## src/rtl/mgt_01_pkg.sv

```systemverilog
// mgt_01_pkg: shared data and opcode types for the MicroGT-01 multiplier.
package mgt_01_pkg;
  typedef union packed {
    logic signed [31:0] s;
    logic [31:0] u;
  } data_u;
  typedef enum logic [1:0] {
    MUL_U    = 2'b00,
    MULH_U   = 2'b01,
    MULHSU_U = 2'b10,
    MULHU_U  = 2'b11
  } mul_ops_e;
endpackage

```

## src/rtl/mgt_01_mul_core.sv

```systemverilog
// mgt_01_mul_core: signed 33x33 multiplier; registers four 17x17 partial products, sums them combinationally.
module mgt_01_mul_core (
  input  logic clk_i,
  input  logic rst_n_i,
  input  logic clk_en_i,
  input  logic signed [32:0] a,
  input  logic signed [32:0] b,
  output logic [63:0] prod
);
  logic signed [16:0] a_hi, a_lo, b_hi, b_lo;
  logic signed [33:0] pp_hh, pp_hl, pp_lh, pp_ll;
  // low halves are unsigned magnitudes; a leading zero keeps them non-negative in signed math
  assign a_hi = a[32:16];
  assign b_hi = b[32:16];
  assign a_lo = {1'b0, a[15:0]};
  assign b_lo = {1'b0, b[15:0]};
  always_ff @(posedge clk_i or negedge rst_n_i)
    if (!rst_n_i) begin
      pp_hh <= '0;
      pp_hl <= '0;
      pp_lh <= '0;
      pp_ll <= '0;
    end else if (clk_en_i) begin
      pp_hh <= 34'(a_hi) * 34'(b_hi);
      pp_hl <= 34'(a_hi) * 34'(b_lo);
      pp_lh <= 34'(a_lo) * 34'(b_hi);
      pp_ll <= 34'(a_lo) * 34'(b_lo);
    end
  // only bits [63:0] are ever selected, so the sum wraps at 64 bits
  assign prod = (64'(pp_hh) << 32) + ((64'(pp_hl) + 64'(pp_lh)) << 16) + 64'(pp_ll);
endmodule

```

## src/rtl/mgt_01_mul_ip.sv

```systemverilog
// mgt_01_mul_ip: three-stage RV32M multiply unit (MUL/MULH/MULHSU/MULHU) with pipeline-wide clock enable.
module mgt_01_mul_ip
  import mgt_01_pkg::*;
(
  input  logic clk_i,
  input  logic rst_n_i,
  input  logic clk_en_i,
  input  data_u op_A_i,
  input  data_u op_B_i,
  input  mul_ops_e ops_i,
  output data_u result_o
);
  logic signed [32:0] a1, b1;
  mul_ops_e op1, op2;
  logic [63:0] prod;
  logic sa, sb;
  assign sa = (ops_i == MULH_U || ops_i == MULHSU_U) & op_A_i.u[31];
  assign sb = (ops_i == MULH_U) & op_B_i.u[31];
  always_ff @(posedge clk_i or negedge rst_n_i)
    if (!rst_n_i) begin
      a1 <= '0;
      b1 <= '0;
      op1 <= MUL_U;
      op2 <= MUL_U;
      result_o <= '0;
    end else if (clk_en_i) begin
      a1 <= {sa, op_A_i.u};
      b1 <= {sb, op_B_i.u};
      op1 <= ops_i;
      op2 <= op1;
      result_o.u <= (op2 == MUL_U) ? prod[31:0] : prod[63:32];
    end
  mgt_01_mul_core u_core (
    .clk_i(clk_i),
    .rst_n_i(rst_n_i),
    .clk_en_i(clk_en_i),
    .a(a1),
    .b(b1),
    .prod(prod)
  );
endmodule

```

## config.mk

```make
export PLATFORM = sky130hd
export DESIGN_NAME = mgt_01_mul_ip
export DESIGN_NICKNAME = d
export VERILOG_FILES = /design/src/rtl/mgt_01_pkg.sv /design/src/rtl/mgt_01_mul_core.sv /design/src/rtl/mgt_01_mul_ip.sv
export SDC_FILE = /design/constraint.sdc
export NUM_CORES = 2
export LEC_CHECK = 0
export CAP_MARGIN = 20
export CELL_PAD_IN_SITES_DETAIL_PLACEMENT = 0
export CELL_PAD_IN_SITES_GLOBAL_PLACEMENT = 1
export CORE_MARGIN = 2
export CORE_UTILIZATION = 52
export CTS_BUF_LIST = sky130_fd_sc_hd__clkbuf_4 sky130_fd_sc_hd__clkbuf_8 sky130_fd_sc_hd__clkbuf_16
export DETAILED_ROUTE_END_ITERATION = 16
export GPL_TIMING_DRIVEN = 0
export MAX_ROUTING_LAYER = met4
export PLACE_DENSITY_LB_ADDON = 0.1
export SKIP_LAST_GASP = 1
export SYNTH_ARGS = -nofsm -noshare
export SYNTH_HDL_FRONTEND = slang
export SYNTH_SLANG_ARGS = --single-unit
```

## constraint.sdc

```tcl
create_clock -name clk_i -period 7.55 [get_ports clk_i]
set_clock_uncertainty 0.1 [all_clocks]
set_input_delay 2.265 -clock clk_i [delete_from_list [all_inputs] [get_ports clk_i]]
set_output_delay 2.265 -clock clk_i [all_outputs]
set_load 0.01 [all_outputs]
```

==> summary.txt <==
Syn Nets -> 7,045
Share of the yosys chip area belonging to registers -> 0.114
Final setup viols -> 0
Cell count of the worst hold path -> 2
Port bufs -> 99
CTS root buffer -> clkbuf_16
FF+latch count, synth -> 234
Drt wl/cell -> 25.6 µm
Max-slew violations -> 0
Top cell by count, worst path -> fa_1
Core Area -> 98,000 µm²
Via-to-Cell Ratio -> 5.69
GRT overflow -> 0
Fraction of layout cells with a size suffix above 1 -> 0.0930
Startpoint types -> register
Mapped Cells -> 5,527
CTS tree -> done
Top cells by area, synth -> fa_1 (38%), ha_1 (12%), dfrtp_1 (11%), inv_1 (8.2%), and2_1 (6.5%)
Chip width -> 318 µm
Hold EP -> u_core.pp_ll[20]
Vias -> 39,880
Post-Syn Area -> 51,200 µm²
CP cell instances -> buf_4, nand2_1, inv_1, fa_2, fa_2, fa_1, fa_1, fa_1, inv_1, fa_1, inv_1, ha_1, and2_1, a221o_1, a311oi_2, o211ai_1, a31oi_2, nor2b_1, o21ai_1, nor2b_1, xnor2_2, mux2_2
Synth unique cells -> 67
Wirelength, routed -> 179,000 µm
Final hold vios -> 0
Starting DRT DRC Count -> 3,254
Worst setup path category -> reg -> reg
Design area -> 56,300 µm²
Final worst setup slack -> 0.143 ns
Yosys warning total -> 0
Family with the most delay on the worst path -> adder cells
Worst-path fanout max -> 10
Die height -> 318 µm
# Max-Cap Violations -> 0
Hold Startpoint -> u_core.pp_ll[20]
EDFF count, synth -> 0
Die area -> 101,000 µm²
Final Critical Period -> 7.41 ns
Total track usage -> 0.377
Critical Path RT -> 7.93 ns
Worst slack at placement -> -1.33 ns
CTS Sinks -> 234
Rel. slew slack -> 0.204
Total CTS buffers -> 34
FF-to-FF setup slack -> 0.14 ns
Number of global-route vias before repair -> 41,635
Antenna viol nets, final -> 0
Pin count of the biggest net entering global routing -> 119
DP Area -> 53,900 µm²
Worst-case clock buffer depth -> 3
Arr. time, crit path -> 7.79 ns
# DRC -> 0
DRT Pass-1 Iters -> 6
Clk_lat worst skew -> 0.61 ns
Total number of H-tree levels -> 2
Async set-reset flop share out of synthesis -> 1.00
Hold WC Path Type -> reg -> reg
Status -> finished, final reports clean
Max incr delay on CP -> 0.77 ns
Mean Syn Cell Area -> 9.26 µm²
Initial antenna violation count -> 18
RSZ-0062 raised after global routing -> true
Period utilization -> 0.981
GP Congestion -> 0.989
R2R cell count -> 22
Row Count -> 115
Max Clock Freq -> 135 MHz
Worst slew pin tran -> 1.19 ns
FILL cells -> 9,051
I/O pin total -> 101
Clock slew at the register clock pins of the worst setup and hold paths -> 0.07 ns
Final Net Count -> 7,203
DP Wirelength -> 150,000 µm
Worst r2r dst -> u_core.pp_hl[30]
Dominant synthesized flop cell -> dfrtp_1
WP buf/inv -> 4
First-pass GRT wire length -> 269,000 µm
Top-area cell type share of the netlist area -> 0.378
Initial Util -> 0.522
Slowest-stage cell, CP -> fa_2
R2R Path Start -> b1[2]
Synth area leader -> fa_1
Syn-to-layout area delta -> 9.93%
Crit. End Element -> register
==> placed cells by master (no fill, tap or decap), types with 13 or more instances in the layout <==
cell type	instances
ha_1	475
a211oi_1	13
o21a_1	44
diode_2	17
nand2b_1	32
o21bai_1	16
mux2_2	163
xnor2_1	122
nand2_1	656
clkbuf_1	70
and2_1	528
and3_1	18
dfrtp_2	32
nor3_1	31
clkbuf_8	18
inv_1	1117
o21ai_0	116
nand3_1	43
clkbuf_4	61
clkbuf_2	62
a31oi_1	22
buf_4	48
fa_1	961
xor2_1	60
a21o_1	92
nor2b_1	27
dfrtp_1	196
nor2_1	146
a21oi_1	155
clkdlybuf4s50_1	98
clkbuf_16	35
==> timing repair <==
item / in CTS / in global routing
setup buffers: 2 / 19
hold buffers: 0 / 0
pin swaps: 7 / 18
resized for setup: 285 / 242
setup endpoints to repair: 42 / 17
cloned: 0 / 1
==> cell usage after synthesis, types with 4 or more instances <==
cell type  instances
mux2_2           164
a2111oi_0          4
nor3_1            34
and2_1           528
a221oi_1           6
clkbuf_1         254
nand2b_1          32
inv_1           1117
nand4_1           11
o221ai_1          10
o31ai_1           12
fa_1             966
or3_1             13
o21ai_0          120
and3_1            18
nor4_1             4
dfrtp_1          234
or2_2              5
xnor2_1          129
and4_1             8
o211ai_1          10
nor2b_1           27
a211oi_1          15
a31oi_1           23
o211a_1            4
o21bai_1          16
o21a_1            44
ha_1             483
a211o_1            7
a221o_1            6
a21o_1            92
xor2_1            62
nand3b_1           5
nand3_1           43
a21oi_1          160
o31a_1             4
nand2_1          656
nor2_1           146
a31o_2             6
==> cells by family (layout without fill, tap and decap cells) <==
group	Yosys count	in the layout	synth area share
and+or+nand+nor	1539	1539	0.148
adders and majority gates	1449	1449	0.496
buffers and inverters	1375	1556	0.101
AOI/OAI and AO/OA	573	573	0.0720
DFF	234	234	0.114
xor gates and xnor gates	191	191	0.0327
muxes	166	166	0.0365
other	0	17	0
==> flip-flops by register name (all words and copies together) (netlist names) <==
name / count
u_core.pp_hl: 34
u_core.pp_lh: 34
a1: 33
b1: 33
result_o: 32
u_core.pp_hh: 32
u_core.pp_ll: 32
op1: 2
op2: 2
==> worst min-delay path, delay by kind of cell (launching register included) <==
kind	cells	cell delay (ns)
AND/OR/NAND/NOR	1	0.05
flip-flops	1	0.35
AO/OA/AOI/OAI	1	0.06
==> worst max-delay path by stage <==
stage | startpoint | end | slack [ns] | cells past startpoint
floorplan | b1[1] | u_core.pp_ll[31] | 0.86 | 22
global placement | rst_n_i | u_core.pp_hh[29] | -7.12 | 1
detailed placement | b1[2] | u_core.pp_ll[31] | -1.33 | 22
CTS | a1[12] | u_core.pp_ll[31] | -0.12 | 24
global route | a1[30] | u_core.pp_hl[32] | -0.04 | 22
finish | b1[2] | u_core.pp_hl[30] | 0.14 | 22
==> metal layers <==
metal / track usage / share of wire / routed length (µm) / vias up
li1: - / - / - / 17292
met1: 0.490 / 0.40 / 71200 / 20466
met2: 0.571 / 0.44 / 79700 / 1745
met3: 0.0699 / 0.098 / 17600 / 377
met4: 0.182 / 0.061 / 11000 / 0
met5: - / 0 / 0 / -
==> layout make-up <==
class | instances | area, µm² | area share
flip-flops and latches | 234 | 5920 | 0.105
repair buffers | 129 | 1330 | 0.0236
multi-input cells | 3918 | 40500 | 0.719
well taps | 1287 | 1610 | 0.0286
clock inverters | 12 | 170 | 0.00302
plain buffers | 249 | 1560 | 0.0277
clock buffers | 47 | 986 | 0.0175
diodes | 17 | 42.5 | 0.000756
inverters | 1119 | 4210 | 0.0747
==> metrics by stage <==
step | TNS [ns] | utilization | instances | hold slack [ns]
after global placement | -1668.62 | 0.549 | 6913 | 0.374
after global routing | -0.106 | 0.574 | 7001 | 0.428
final | 0 | 0.574 | 7012 | 0.397
after floorplan | 0 | - | 5527 | 0.348
after detailed placement | -21.66 | 0.550 | 6920 | 0.385
after CTS | -0.132 | 0.569 | 6978 | 0.400
Power is left out: the tool's default activity adds up to more than one toggle a clock period on the data nets, which glitch-free logic cannot reach.
